## config.mk

```make
export PLATFORM = sky130hd
export DESIGN_NAME = adc_scanner_flat
export DESIGN_NICKNAME = d
export VERILOG_FILES = /design/src/rtl/adc_scanner_if.sv /design/src/rtl/adc_scanner.sv /design/src/flat_wrapper.sv
export SDC_FILE = /design/constraint.sdc
export NUM_CORES = 1
export LEC_CHECK = 0
export BUFFER_PORTS_ARGS = -buffer_cell sky130_fd_sc_hd__clkbuf_2
export CORE_AREA = 2 2 160 162
export CTS_BUF_LIST = sky130_fd_sc_hd__clkbuf_4
export CTS_CLUSTER_SIZE = 14
export DETAILED_ROUTE_END_ITERATION = 8
export DIE_AREA = 0 0 162 164
export GPL_TIMING_DRIVEN = 0
export PLACE_DENSITY = 0.48
export SKIP_CTS_REPAIR_TIMING = 1
export SLEW_MARGIN = 10
export SYNTH_ARGS = -nofsm -noshare
export SYNTH_HDL_FRONTEND = slang
export SYNTH_SLANG_ARGS = --single-unit
```

## constraint.sdc

```tcl
create_clock -name clk -period 3.35 [get_ports clk]
set_input_delay 0.5025 -clock clk [delete_from_list [all_inputs] [get_ports clk]]
set_output_delay 0.5025 -clock clk [all_outputs]
set_load 0.05 [all_outputs]
```

## src/rtl/adc_scanner_if.sv

```systemverilog
// adc_scanner_if
//   Groups the two buses of the ADC channel scanner.
//   SPI side : trig (frame request), wrData (command word), rdData (frame
//              result), spiSS (slave select from the SPI master, asynchronous).
//   CPU side : rdAddr (result select), rdValue / rdFresh (selected result and
//              its fresh flag), rdAck (clears the selected fresh flag).
//   master modport : the scanner itself.
//   slave modport  : the SPI master plus the CPU-side reader.
interface adc_scanner_if;
    logic        trig;
    logic [15:0] wrData;
    logic [15:0] rdData;
    logic        spiSS;
    logic [2:0]  rdAddr;
    logic [11:0] rdValue;
    logic        rdFresh;
    logic        rdAck;

    modport master (
        output trig, wrData, rdValue, rdFresh,
        input  rdData, spiSS, rdAddr, rdAck
    );

    modport slave (
        input  trig, wrData, rdValue, rdFresh,
        output rdData, spiSS, rdAddr, rdAck
    );
endinterface

```

## src/rtl/adc_scanner.sv

```systemverilog
// adc_scanner
//   Autonomous channel scanner in front of the 16-bit SPI ADC master. Every
//   PERIOD clocks it walks the enabled channels in ascending order, issues one
//   SPI frame per channel, detects frame completion from the slave-select
//   line and stores each 12-bit result with a fresh flag for the CPU.
//
//   Ports:
//     clk, resn   clock and asynchronous active-low reset
//     enable      run scanning (tick counter held at 0 while low)
//     chanMask    enabled channels, bit n = channel n
//     scanDone    one-cycle pulse after the last channel of a scan is stored
//     overrun     sticky, a tick arrived while a scan was still running
//     timeoutErr  sticky, SS never fell within TIMEOUT clocks of trig
//     errClr      one-cycle pulse clearing both sticky flags
//     bus         adc_scanner_if.master (SPI frame handshake + result readback)
module adc_scanner #(
    parameter int CHANNELS = 8,
    parameter int PERIOD   = 100000,
    parameter int TIMEOUT  = 4096
) (
    input  logic          clk,
    input  logic          resn,
    input  logic          enable,
    input  logic [7:0]    chanMask,
    output logic          scanDone,
    output logic          overrun,
    output logic          timeoutErr,
    input  logic          errClr,
    adc_scanner_if.master bus
);

    localparam int PER_W = (PERIOD > 2) ? $clog2(PERIOD) : 1;
    localparam int TO_W  = (TIMEOUT > 2) ? $clog2(TIMEOUT) : 1;
    localparam logic [PER_W-1:0] TICK_AT  = PER_W'(PERIOD - 1);
    localparam logic [TO_W-1:0]  TO_LAST  = TO_W'(TIMEOUT - 1);
    localparam logic [7:0]       CH_VALID = 8'((9'd1 << CHANNELS) - 9'd1);

    typedef enum logic [2:0] {
        IDLE,
        REQ,
        WAIT_LO,
        WAIT_HI,
        STORE
    } state_t;

    state_t            state;
    state_t            next_state;

    logic              ss_meta;
    logic              ss_s;
    logic [PER_W-1:0]  tick_cnt;
    logic              tick;
    logic [TO_W-1:0]   to_cnt;

    logic [7:0]        live_mask;
    logic [7:0]        scan_mask;
    logic [2:0]        ch;
    logic [2:0]        first_ch;
    logic [2:0]        next_ch;
    logic              has_next;

    logic              trig_q;
    logic [15:0]       wr_data_q;
    logic [11:0]       result [8];
    logic [7:0]        fresh;

    logic              start_scan;
    logic              frame_started;
    logic              frame_timeout;
    logic              do_store;
    logic              scan_end;

    // Bits 15:12 of a frame carry no conversion data.
    logic [3:0]        unused_rd_bits;
    assign unused_rd_bits = bus.rdData[15:12];

    // SS comes from the SCLK domain; only the synchronised copy is used.
    // Reset to 1 because an idle SPI master holds SS high.
    always_ff @(posedge clk or negedge resn) begin
        if (!resn) begin
            ss_meta <= 1'b1;
            ss_s    <= 1'b1;
        end else begin
            ss_meta <= bus.spiSS;
            ss_s    <= ss_meta;
        end
    end

    // Scan tick generator; a tick is the cycle the counter sits at PERIOD-1.
    always_ff @(posedge clk or negedge resn) begin
        if (!resn) begin
            tick_cnt <= '0;
        end else if (!enable || tick) begin
            tick_cnt <= '0;
        end else begin
            tick_cnt <= tick_cnt + PER_W'(1);
        end
    end

    assign tick      = (tick_cnt == TICK_AT);
    assign live_mask = chanMask & CH_VALID;

    // Lowest enabled channel of the live mask (scan start) and next enabled
    // channel above ch in the latched mask (scan continuation). Walking from
    // the top down lets the lowest qualifying bit win.
    always_comb begin
        first_ch = 3'd0;
        next_ch  = ch;
        has_next = 1'b0;
        for (int i = 7; i >= 0; i--) begin
            if (live_mask[i]) begin
                first_ch = 3'(i);
            end
            if (scan_mask[i] && (3'(i) > ch)) begin
                next_ch  = 3'(i);
                has_next = 1'b1;
            end
        end
    end

    always_ff @(posedge clk or negedge resn) begin
        if (!resn) begin
            state <= IDLE;
        end else begin
            state <= next_state;
        end
    end

    // Next-state decode plus one-cycle action strobes for the datapath.
    // A frame that starts on the same cycle the timeout expires is accepted.
    always_comb begin
        next_state    = state;
        start_scan    = 1'b0;
        frame_started = 1'b0;
        frame_timeout = 1'b0;
        do_store      = 1'b0;
        scan_end      = 1'b0;
        case (state)
            IDLE: begin
                if (tick && (live_mask != 8'd0)) begin
                    start_scan = 1'b1;
                    next_state = REQ;
                end
            end
            REQ: begin
                next_state = WAIT_LO;
            end
            WAIT_LO: begin
                if (!ss_s) begin
                    frame_started = 1'b1;
                    next_state    = WAIT_HI;
                end else if (to_cnt == TO_LAST) begin
                    frame_timeout = 1'b1;
                    next_state    = IDLE;
                end
            end
            WAIT_HI: begin
                if (ss_s) begin
                    next_state = STORE;
                end
            end
            STORE: begin
                do_store = 1'b1;
                if (has_next) begin
                    next_state = REQ;
                end else begin
                    scan_end   = 1'b1;
                    next_state = IDLE;
                end
            end
            default: begin
                next_state = IDLE;
            end
        endcase
    end

    // Frame request datapath. trig drops as soon as the frame is seen to
    // start, so it is always low again before SS can rise; wrData holds its
    // value until the next REQ.
    always_ff @(posedge clk or negedge resn) begin
        if (!resn) begin
            trig_q    <= 1'b0;
            wr_data_q <= '0;
            to_cnt    <= '0;
            scan_mask <= '0;
            ch        <= '0;
            scanDone  <= 1'b0;
        end else begin
            scanDone <= scan_end;
            if (start_scan) begin
                scan_mask <= live_mask;
                ch        <= first_ch;
            end
            if (do_store && has_next) begin
                ch <= next_ch;
            end
            if (state == REQ) begin
                wr_data_q <= {4'b0000, 1'b1, 1'b1, ch, 7'b0000000};
                trig_q    <= 1'b1;
                to_cnt    <= '0;
            end
            if (state == WAIT_LO) begin
                to_cnt <= to_cnt + TO_W'(1);
            end
            if (frame_started || frame_timeout) begin
                trig_q <= 1'b0;
            end
        end
    end

    // Result registers and fresh flags; a store beats a same-cycle rdAck.
    always_ff @(posedge clk or negedge resn) begin
        if (!resn) begin
            for (int n = 0; n < 8; n++) begin
                result[n] <= '0;
            end
            fresh <= '0;
        end else begin
            for (int n = 0; n < 8; n++) begin
                if (do_store && (ch == 3'(n))) begin
                    result[n] <= bus.rdData[11:0];
                    fresh[n]  <= 1'b1;
                end else if (bus.rdAck && (bus.rdAddr == 3'(n))) begin
                    fresh[n] <= 1'b0;
                end
            end
        end
    end

    // Sticky error flags; a new event beats a same-cycle errClr.
    always_ff @(posedge clk or negedge resn) begin
        if (!resn) begin
            overrun    <= 1'b0;
            timeoutErr <= 1'b0;
        end else begin
            if (tick && (state != IDLE)) begin
                overrun <= 1'b1;
            end else if (errClr) begin
                overrun <= 1'b0;
            end
            if (frame_timeout) begin
                timeoutErr <= 1'b1;
            end else if (errClr) begin
                timeoutErr <= 1'b0;
            end
        end
    end

    assign bus.trig    = trig_q;
    assign bus.wrData  = wr_data_q;
    assign bus.rdValue = result[bus.rdAddr];
    assign bus.rdFresh = fresh[bus.rdAddr];

endmodule

```

## src/flat_wrapper.sv

```systemverilog
// flat-port wrapper written by rule: the top's interface ports become plain ports
module adc_scanner_flat 
#(
    parameter int CHANNELS = 8,
    parameter int PERIOD   = 100000,
    parameter int TIMEOUT  = 4096
)
  (clk, resn, enable, chanMask, scanDone, overrun, timeoutErr, errClr, bus_trig, bus_wrData, bus_rdValue, bus_rdFresh, bus_rdData, bus_spiSS, bus_rdAddr, bus_rdAck);
  adc_scanner_if bus_i ();
  input  logic clk;
  input  logic resn;
  input  logic enable;
  input  logic [7:0] chanMask;
  output logic scanDone;
  output logic overrun;
  output logic timeoutErr;
  input  logic errClr;
  output wire logic [$bits(bus_i.trig)-1:0] bus_trig;
  output wire logic [$bits(bus_i.wrData)-1:0] bus_wrData;
  output wire logic [$bits(bus_i.rdValue)-1:0] bus_rdValue;
  output wire logic [$bits(bus_i.rdFresh)-1:0] bus_rdFresh;
  input wire logic [$bits(bus_i.rdData)-1:0] bus_rdData;
  input wire logic [$bits(bus_i.spiSS)-1:0] bus_spiSS;
  input wire logic [$bits(bus_i.rdAddr)-1:0] bus_rdAddr;
  input wire logic [$bits(bus_i.rdAck)-1:0] bus_rdAck;
  assign bus_trig = bus_i.trig;
  assign bus_wrData = bus_i.wrData;
  assign bus_rdValue = bus_i.rdValue;
  assign bus_rdFresh = bus_i.rdFresh;
  assign bus_i.rdData = bus_rdData;
  assign bus_i.spiSS = bus_spiSS;
  assign bus_i.rdAddr = bus_rdAddr;
  assign bus_i.rdAck = bus_rdAck;
  adc_scanner #(.CHANNELS(CHANNELS), .PERIOD(PERIOD), .TIMEOUT(TIMEOUT)) u_core (.clk(clk), .resn(resn), .enable(enable), .chanMask(chanMask), .scanDone(scanDone), .overrun(overrun), .timeoutErr(timeoutErr), .errClr(errClr), .bus(bus_i));
endmodule
```

# ---- Yosys cells after proc, flatten, opt, wreduce, memory -nomap -nowiden
# Cells that the tools add are included.
dict set report totals {
  ff_bits 157
  elab_cells 186
  in_bits 33
  output_inout_bits 33
}
dict set report classes {
  mux 71
  magnitude_cmp 10
  n_addsub 2
  n_eq_ne 24
  reduce_logical 50
  bitwise 1
}
# op count
set ops {}
lappend ops {{$mux 3} 22}
lappend ops {{$mux 12} 4}
lappend ops {{$mux 1} 41}
lappend ops {{$bmux 12 s3} 1}
lappend ops {{$eq 3x3->1 const B} 9}
lappend ops {{$logic_and 1x1->1} 27}
lappend ops {{$reduce_bool 2->1} 13}
lappend ops {{$eq 3x2->1 const B} 6}
lappend ops {{$add 17x1->17 const B} 1}
lappend ops {{$eq 17x17->1 const B} 1}
lappend ops {{$mux 17} 1}
lappend ops {{$pmux 3 s5} 1}
lappend ops {{$add 12x1->12 const B} 1}
lappend ops {{$eq 12x12->1 const B} 1}
lappend ops {{$gt 3x3->1 const A} 4}
lappend ops {{$eq 3x1->1 const B} 3}
lappend ops {{$logic_not 3->1} 3}
lappend ops {{$ne 9x1->1 const B} 1}
lappend ops {{$reduce_bool 8->1} 1}
lappend ops {{$gt 1x3->1 const A} 2}
lappend ops {{$gt 2x3->1 const A} 2}
lappend ops {{$ge 4x4->1 const B} 1}
lappend ops {{$lt 3x4->1 const B} 1}
lappend ops {{$ne 2x1->1 const B} 2}
lappend ops {{8 further kinds} 9}

# ---- Longest topological paths before layout
# Gate-level depths: netlist (run 1).
dict set report logic_depth {
  ltp_word 13
  ltp_mapped 7
  ltp_nobuf 6
}

# ---- Least setup slack after synthesis (run 1)
# Ideal clock, no wire load.
dict set report synth_timing {
  kind {input -> output}
  startpoint {in bus_rdAddr[1]}
  endpoint {out bus_rdValue[0]}
  n_path_buf 2
  stages 4
  t_arrival_ps 1904
  required_time_ps 2847
  path_slack_ps 944
  cell_sequence {clkbuf_1 -> clkbuf_1 -> mux4_2 -> mux2_2}
}
dict set report synth_via {
  elab_chain_len 4
}
# item line_no
set synth_lines {}
lappend synth_lines {{start: declaration} flat_wrapper.sv:24} ;# input wire logic [$bits(bus_i.rdAddr)-1:0] bus_rdAddr;
lappend synth_lines {{$not 3->4 (implied by the code)} adc_scanner.sv:251} ;# assign bus.rdValue = result[bus.rdAddr];
lappend synth_lines {{$bmux 12 s3} adc_scanner.sv:251}
lappend synth_lines {{$mux 12 (implied by the code) (2 in series)} adc_scanner.sv:251}
lappend synth_lines {{end: declaration} flat_wrapper.sv:20} ;# output wire logic [$bits(bus_i.rdValue)-1:0] bus_rdValue;
# Every way passes these cells. The select of a mux whose other input is x is not followed.

# ---- Worst setup path after layout (run 1)
dict set report layout_timing {
  startpoint {in bus_rdAddr[1]}
  endpoint {out bus_rdValue[1]}
}
# Same word-level chain as after synthesis.

==> qor.csv, run 1 <==
metric,value,unit
Static Leakage,3.82,nW
register area share after synthesis,53.0,%
area added between synthesis and finish,14.4,%
core area,24800,um^2
CP most frequent cell,clkbuf_2,
crit path time final,3030,ps
worst path arrival time,2520,ps
mux contribution to synthesized area,26.9,%
result of the run,finished clean,
simple-gate share of the synthesized area,10.3,%
final hold violations,0,
HP Class,input port to register,
Detail Route Antenna Nets,0,
"area leader, netlist",dfrtp_1,
Worst Reg-to-Reg Cells,5,
"commonest non-fill, non-tap cells in the layout","154 x dfrtp_1, 110 x mux2_2, 49 x clkbuf_2, 46 x nand2_1, 41 x nor2_1",
Top delay family on crit path,buffers and inverters,
diode count,0,
Max VDD drop,188,uV
Worst setup startpoint,bus_rdAddr[1],
synthesized cell area,7370,um^2
Reg-to-Reg End,u_core.result[6]$_DFFE_PN0P_,
HPWL Detailed,11.2,mm
routability cong.,0.765,
register area,3910,um^2
CTS Buffer Depth,2,
clock root buffer master,clkbuf_4,
top-area cell type share of the netlist area,52.3,%
RSZ-0062 raised after global routing,false,
Max stage delay on crit path,620,ps
Inserted Clock Buffers,17,
"Primary FF master, synth",dfrtp_1,
Final #Nets,682,
Peak Freq,0.330,GHz
Post-Syn Instances,567,
first drt pass iteration count,4,
via/cell ratio,4.69,
"most common cell after layout, fill and taps aside",dfrtp_1,
Worst setup EP type,output pin,
slew margin rel.,43.7,%
Levels on crit path,5,
startpoint type of the worst setup path,input port,
TritonCTS Sinks,156,
Util after Layout,34.0,%
area of the multi-input gates,3260,um^2
crit share post-route,90.4,%
Netlist cell types,53,
worst path cell trace,clkbuf_1 -> clkbuf_2 -> mux4_2 -> mux2_2 -> clkbuf_2,
first-pass GRT wire length,26.9,mm
worst r2r src,u_core.state[0]$_DFFE_PN0P_,
# fillers,2506,
Max Transition Viols Final,0,
Avg WL per Cell,16.6,um
# rows,58,
"CTS clk-pin slew, worst paths",130,ps
total gr overflow,0,
critical path's slowest cell,clkbuf_1,
DRC,0,
worst-path fanout max,10,
PwrDens,424,nW/um^2
CP bufs+invs,3,
final wirelength,16.4,mm
XOR/XNOR Fraction of Synth Area,1.78,%
fraction of layout cells with a size suffix above 1,39.8,%
"Req. time, crit path",2850,ps
Synth Area in Compound Gates,4.41,%
worst hold slack,172,ps
DP Worst Slack,43.7,ps
Worst-Margin Slew,844,ps
Yosys reg bits,156,
vias in the first global route,4825,
die area,26600,um^2
die span in x,162,um
gr usage total,13.1,%
Post-synth EDFFs,0,
total number of vias,4642,
Max-cap violations,0,
asr flop ratio synth,100,%
Ys Warns,0,
Final WS setup,323,ps
Initial Utilization,29.7,%
fraction of the mapped netlist area in adder cells,0.340,%
CP Capture Point,bus_rdValue[1],
CP Class,input port to output pin,
final setup fails,0,
htree depth,4,
"reg-to-reg slack, setup",1110,ps
Chip Height,164,um
Worst-Skew Late Latency,530,ps
Clock Skew,16.0,ps
drt initial violations,323,
placed instance area,8100,um^2
"top cells by area, synth","dfrtp_1 52%, mux2_2 17%, mux4_2 7.9%",
fin area,8430,um^2
Mean Syn Cell Area,13.0,um^2
port bufs,48,
CTS tree,built,
largest net degree at the start of global routing,95,
number of top-level pins,66,
setup TNS,0,ps
largest family of logic cells by synthesized area,multiplexers,
initial antenna violation count,0,
-- through the flow --
step | power, mW | cells
6_report | 3.58 | 989
5_1_grt | 3.75 | 989
4_1_cts | 3.64 | 987
3_5_place_dp | 2.36 | 956
3_3_place_gp | 2.34 | 955
2_1_floorplan | 2.22 | 577
-- cell usage after synthesis (all sizes together) (2+ instances only) --
cell type  instances
nor3               8
nand3             10
inv                7
clkbuf            10
nor2              41
dfrtp            154
nor4               2
buf               27
mux2i              8
o21ai             21
ha                 2
mux2             115
mux4              26
a21oi              7
o41ai              3
dfstp              2
xnor2              6
nor2b              6
xor2               9
o211ai             2
and3               4
nand2b            11
nand4              8
nor4b              2
o31ai              5
and4bb             2
or4                5
nand2             46
o21bai             2
-- flip-flops by register name, indices dropped and copies added, names as in the netlist --
name               flops
u_core.timeoutErr      1
u_core.result         96
u_core.ch              3
u_core.tick_cnt       17
u_core.fresh           8
u_core.scanDone        1
u_core.scan_mask       7
u_core.overrun         1
u_core.to_cnt         12
u_core.ss_meta         1
u_core.ss_s            1
u_core.state           3
u_core.bus.wrData      4
u_core.bus.trig        1
-- cell families (layout without fill, tap and decap cells) --
logic type / after synthesis / in the layout
DFF: 156 / 156
and+or+nand+nor: 150 / 150
muxes: 149 / 149
AOI/OAI and AO/OA: 50 / 50
buffers and inverters: 44 / 126
xor gates and xnor gates: 15 / 15
adders and majority gates: 2 / 2
other: 1 / 11
-- worst min path at each step --
stage               cells past startpoint                      from  slack (ps)                             to
finish                                  2                    errClr         170     u_core.overrun$_DFFE_PN0P_
CTS                                     1                      resn         -80  u_core.result[76]$_DFFE_PN0P_
global route                            2                    errClr         120     u_core.overrun$_DFFE_PN0P_
global placement                        0  u_core.ss_meta$_DFF_PN1_         350          u_core.ss_s$_DFF_PN1_
detailed placement                      0  u_core.ss_meta$_DFF_PN1_         350          u_core.ss_s$_DFF_PN1_
floorplan                               0                      resn         210    u_core.bus.trig$_DFFE_PN0P_
-- routing by layer --
metal  track usage, %  share of wire (%)
met3             3.18                2.6
met1             18.1                 48
met4             2.17               0.61
met2             21.4                 49
met5                0                  0
-- worst reg2reg max path: stages, from the launching register on --
cell	delay (ps)
dfrtp_1	490
nor2_1	200
and3_1	270
nor2b_1	380
buf_2	410
mux2_2	390
-- cell type report --
| class | instances | share of cell area (%) |
|---|---|---|
| clock inverters | 9 | 1.72 |
| flip-flops and latches | 156 | 46.3 |
| well taps | 330 | 4.90 |
| repair buffers | 51 | 3.52 |
| inverters | 7 | 0.312 |
| multi-input cells | 377 | 38.7 |
| plain buffers | 37 | 2.60 |
| clock buffers | 22 | 1.96 |
-- where the power goes --
part / internal (mW) / leakage, nW / switching, mW
sequential: 1.94 / 1.99 / 0.0264
clock: 0.624 / 0.169 / 0.637
combinational: 0.133 / 1.67 / 0.219
total: 2.69 / 3.82 / 0.883
(Power assumes the default switching activity.)
==> run 2: changes to the inputs <==
- CORE_AREA: 2 2 160 162 -> 2 2 114 227
- DIE_AREA: 0 0 162 164 -> 0 0 116 229
- MAX_ROUTING_LAYER: default -> met4
- PLACE_DENSITY: 0.48 -> 0.47
==> run 2 against run 1 <==
  * Setup slack worse by 82 ps
  * Final cell count grew 0.81%
  * Final area is 0.42% lower
  * Clock power fell by 10%
  * Clock skew grew 3.9 ps
  * Non-clock buffer count unchanged
  * Highest routed layer unchanged
==> qor.csv, run 2 (same netlist as run 1, synthesis figures left out) <==
metric,value,unit,change
worst path arrival time,2610,ps,was 2520 ps
port bufs,48,,unchanged
# fillers,2583,,was 2506
startpoint type of the worst setup path,input port,,unchanged
Max-cap violations,0,,unchanged
CTS tree,built,,unchanged
die span in x,116,um,was 162 um
Final #Nets,682,,unchanged
Worst setup EP type,output pin,,unchanged
placed cells,962,,was 956
Util after Layout,33.8,%,was 34.0%
HPWL Detailed,10.8,mm,was 11.2 mm
largest net degree at the start of global routing,81,,was 95
slew margin rel.,49.8,%,was 43.7%
Inserted Clock Buffers,17,,unchanged
number of top-level pins,66,,unchanged
placed instance area,8100,um^2,about the same
Initial Utilization,29.7,%,about the same
# rows,82,,was 58
PwrDens,410,nW/um^2,was 424 nW/um^2
drt initial violations,193,,was 323
Avg WL per Cell,16.0,um,was 16.6 um
Static Leakage,3.80,nW,was 3.82 nW
crit path time final,3110,ps,was 3030 ps
routability cong.,0.758,,was 0.765
die area,26600,um^2,about the same
clock root buffer master,clkbuf_4,,unchanged
Detail Route Antenna Nets,0,,unchanged
gr usage total,13.5,%,was 13.1%
area added between synthesis and finish,13.9,%,was 14.4%
total chip power,3.44,mW,was 3.58 mW
Peak Freq,0.322,GHz,was 0.330 GHz
Chip Height,229,um,was 164 um
DRC,0,,unchanged
"CTS clk-pin slew, worst paths",120,ps,was 130 ps
vias in the first global route,4806,,was 4825
Metal-1 WL,7.48,mm,was 7.91 mm
Regs by FF count,"u_core.result (96), u_core.tick_cnt (17), u_core.to_cnt (12)",,unchanged
worst hold slack,113,ps,was 172 ps
"commonest non-fill, non-tap cells in the layout","154 x dfrtp_1, 110 x mux2_2, 48 x clkbuf_2, 46 x nand2_1, 41 x nor2_1",,"was 154 x dfrtp_1, 110 x mux2_2, 49 x clkbuf_2, 46 x nand2_1, 41 x nor2_1"
htree depth,4,,unchanged
CTS Buffer Depth,2,,unchanged
max FFs per register,96,,unchanged
result of the run,finished clean,,unchanged
CP Class,input port to output pin,,unchanged
Max Transition Viols Final,0,,unchanged
final hold violations,0,,unchanged
largest reg by FF count,u_core.result,,unchanged
total number of vias,4591,,was 4642
HP Class,input port to register,,unchanged
fin cells,997,,was 989
via/cell ratio,4.60,,was 4.69
final wirelength,16.0,mm,was 16.4 mm
RSZ-0062 raised after global routing,false,,unchanged
top sig layer,met4,,unchanged
first-pass GRT wire length,26.5,mm,was 26.9 mm
met3 wire length,491,um,was 429 um
crit share post-route,92.8,%,was 90.4%
fin area,8390,um^2,was 8430 um^2
initial antenna violation count,1,,was 0
fraction of layout cells with a size suffix above 1,39.4,%,was 39.8%
met2 wire length,7.81,mm,was 7.99 mm
TritonCTS Sinks,156,,unchanged
final setup fails,0,,unchanged
Worst-Margin Slew,753,ps,was 844 ps
worst-path fanout max,10,,unchanged
core area,24800,um^2,about the same
Worst-Skew Late Latency,590,ps,was 530 ps
"Req. time, crit path",2850,ps,about the same
first drt pass iteration count,4,,unchanged
Clock Skew,19.9,ps,was 16.0 ps
"most common cell after layout, fill and taps aside",dfrtp_1,,unchanged
Max VDD drop,179,uV,was 188 uV
total gr overflow,0,,unchanged
-- run 2: worst paths after layout --
check,start,endpoint,slack [ps],depth (start not counted)
max,bus_rdAddr[1],bus_rdValue[4],240,5
min,errClr,u_core.overrun$_DFFE_PN0P_,110,2
max reg2reg,u_core.state[0]$_DFFE_PN0P_,u_core.result[7]$_DFFE_PN0P_,1110,5
min reg2reg,u_core.ss_meta$_DFF_PN1_,u_core.ss_s$_DFF_PN1_,370,0
max in group asynchronous,resn,u_core.result[24]$_DFFE_PN0P_,2030,3
min in group asynchronous,resn,u_core.bus.wrData[7]$_DFFE_PN0P_,490,2
-- run 2: cell type report --
| cell class | instances | area (um^2) | share of cell area [%] |
|---|---|---|---|
| multi-input combinational | 377 | 3260 | 38.8 |
| sequential | 156 | 3910 | 46.5 |
| inverter | 7 | 26.3 | 0.313 |
| buffer | 37 | 218 | 2.59 |
| tap | 336 | 420 | 5.01 |
| timing repair buffer | 51 | 297 | 3.53 |
| antenna | 1 | 2.50 | 0.0298 |
| clock buffer | 19 | 143 | 1.70 |
| clock inverter | 13 | 124 | 1.48 |
-- run 2: layer usage --
layer	vias to the layer above	GRT usage [%]
met5	-	-
met1	2314	18.1
li1	2190	-
met4	0	4.35
met3	13	3.12
met2	74	20.4
-- run 2: metrics by stage --
step	setup WS (ps)	TNS [ps]
global placement	-1230	-187130
finish	241	0
CTS	-44.5	-113
global route	94.2	0
detailed placement	-42.2	-103
floorplan	944	0
-- run 2: worst max-delay path, stage by stage --
cell and delay, ps:
clkbuf_1 540, clkbuf_1 600, mux4_2 430, mux2_2 290, clkbuf_2 240
-- run 2: report_power, final --
group | internal, mW | leakage, nW | switching (mW)
combinational | 0.133 | 1.66 | 0.217
sequential | 1.94 | 1.99 | 0.0258
clock | 0.450 | 0.147 | 0.680
total | 2.52 | 3.80 | 0.922
==> run 3: changes to the inputs <==
==> constraint.sdc (replaced) <==
create_clock -name clk -period 3.35 [get_ports clk]
set_input_delay 0.67 -clock clk [delete_from_list [all_inputs] [get_ports clk]]
set_output_delay 0.67 -clock clk [all_outputs]
set_load 0.05 [all_outputs]
==> run 3 against run 2 <==
  * Clock skew is 2.9 ps lower
  * Critical path depth stayed put
  * Maximum frequency is 2.5% lower
  * Count of clock-buffer cells in the layout stayed put
  * Total power hardly changed
  * Die area stayed put
==> qor.csv, run 3 (same netlist as run 1, synthesis figures left out) <==
metric,value,unit,change
result of the run,finished clean,,unchanged
"most common cell after layout, fill and taps aside",dfrtp_1,,unchanged
Max Transition Viols Final,0,,unchanged
max FFs per register,96,,unchanged
vias in the first global route,4806,,unchanged
Clock Skew,17.0,ps,was 19.9 ps
slew margin rel.,48.9,%,was 49.8%
final hold violations,0,,unchanged
"commonest non-fill, non-tap cells in the layout","154 x dfrtp_1, 110 x mux2_2, 50 x clkbuf_2, 46 x nand2_1, 41 x nor2_1",,"was 154 x dfrtp_1, 110 x mux2_2, 48 x clkbuf_2, 46 x nand2_1, 41 x nor2_1"
DP Worst Slack,-377,ps,was -42.2 ps
placed instance area,8100,um^2,unchanged
top sig layer,met4,,unchanged
total gr overflow,0,,unchanged
largest reg by FF count,u_core.result,,unchanged
worst path cell trace,clkbuf_2 -> buf_1 -> mux4_2 -> mux2_2 -> clkbuf_2,,was clkbuf_1 -> clkbuf_1 -> mux4_2 -> mux2_2 -> clkbuf_2
Util after Layout,33.7,%,was 33.8%
largest net degree at the start of global routing,81,,unchanged
Worst-Margin Slew,767,ps,was 753 ps
crit share post-route,95.2,%,was 92.8%
Inserted Clock Buffers,17,,unchanged
Peak Freq,0.314,GHz,was 0.322 GHz
die span in x,116,um,unchanged
Static Leakage,3.80,nW,about the same
port bufs,48,,unchanged
Max stage delay on crit path,610,ps,was 600 ps
CTS Buffer Depth,2,,unchanged
Final #Nets,680,,was 682
CTS tree,built,,unchanged
CP Class,input port to output pin,,unchanged
number of top-level pins,66,,unchanged
drt initial violations,208,,was 193
die area,26600,um^2,unchanged
Regs by FF count,"u_core.result (96), u_core.tick_cnt (17), u_core.to_cnt (12)",,unchanged
TritonCTS Sinks,156,,unchanged
final wirelength,16.0,mm,unchanged
Max VDD drop,179,uV,about the same
Worst-Skew Late Latency,590,ps,about the same
total number of vias,4579,,was 4591
via/cell ratio,4.60,,about the same
worst-path fanout max,10,,unchanged
met3 wire length,512,um,was 491 um
Max-cap violations,0,,unchanged
fin area,8380,um^2,was 8390 um^2
final setup fails,0,,unchanged
htree depth,4,,unchanged
crit path time final,3190,ps,was 3110 ps
Chip Height,229,um,unchanged
"CTS clk-pin slew, worst paths",130,ps,was 120 ps
clock root buffer master,clkbuf_4,,unchanged
area added between synthesis and finish,13.7,%,was 13.9%
first drt pass iteration count,5,,was 4
fraction of layout cells with a size suffix above 1,39.8,%,was 39.4%
routability cong.,0.758,,unchanged
Initial Utilization,29.7,%,unchanged
Metal-1 WL,7.45,mm,was 7.48 mm
CP most frequent cell,clkbuf_2,,was clkbuf_1
gr usage total,13.5,%,unchanged
startpoint type of the worst setup path,input port,,unchanged
met2 wire length,7.81,mm,about the same
Avg WL per Cell,16.1,um,was 16.0 um
first-pass GRT wire length,26.5,mm,unchanged
critical path's slowest cell,mux4_2,,was clkbuf_1
"Req. time, crit path",2680,ps,was 2850 ps
HPWL Detailed,10.8,mm,unchanged
Detail Route Antenna Nets,0,,unchanged
RSZ-0062 raised after global routing,false,,unchanged
worst hold slack,89.8,ps,was 113 ps
fin cells,995,,was 997
HP Class,input port to asynchronous set/reset pin,,was input port to register
Worst setup EP type,output pin,,unchanged
core area,24800,um^2,unchanged
Final WS setup,160,ps,was 241 ps
PwrDens,411,nW/um^2,was 410 nW/um^2
# rows,82,,unchanged
DRC,0,,unchanged
placed cells,962,,unchanged
worst path arrival time,2520,ps,was 2610 ps
initial antenna violation count,1,,unchanged
[run 3: cell count changes in the layout (fill, tap and decap cells not counted), sizes merged]
cell         before  now
dlygate4sd3       2    0
[run 3: metal layers]
| layer | vias up | global-route usage, % |
|---|---|---|
| li1 | 2185 | - |
| met2 | 74 | 20.4 |
| met5 | - | - |
| met3 | 15 | 3.12 |
| met1 | 2305 | 18.1 |
| met4 | 0 | 4.35 |
[run 3: final timing paths]
kind	slack, ps	cells past startpoint	to	startpoint
max	160	5	bus_rdValue[8]	bus_rdAddr[0]
min	90	1	u_core.bus.wrData[7]$_DFFE_PN0P_	resn
max reg2reg	1100	5	u_core.result[7]$_DFFE_PN0P_	u_core.state[0]$_DFFE_PN0P_
min reg2reg	370	0	u_core.ss_s$_DFF_PN1_	u_core.ss_meta$_DFF_PN1_
max in group asynchronous	2430	2	u_core.result[24]$_DFFE_PN0P_	resn
min in group clk	150	1	u_core.ss_meta$_DFF_PN1_	bus_spiSS
[run 3: final cells by class]
class | count | area [um^2]
Buffer | 37 | 220
Fill cell | 2582 | 16500
Tap cell | 336 | 420
Clock inverter | 13 | 124
Timing Repair Buffer | 49 | 277
Inverter | 7 | 26.3
Multi-Input combinational cell | 377 | 3260
Antenna cell | 1 | 2.50
Clock buffer | 19 | 143
Sequential cell | 156 | 3910
[run 3: metrics by stage]
step	total power, mW	TNS [ps]
finish	3.44	0
global route	3.62	0
CTS	3.52	-3770
detailed placement	2.35	-3730
global placement	2.34	-216030
floorplan	2.22	0
[run 3: worst max-delay path, delay by kind of cell]
| kind | cells | cell delay [ps] |
|---|---|---|
| mux | 2 | 900 |
| buf+inv | 3 | 950 |
[run 3: where the power goes]
| part | switching [mW] | internal (mW) |
|---|---|---|
| registers | 0.0258 | 1.94 |
| logic | 0.216 | 0.132 |
| clock network | 0.681 | 0.450 |
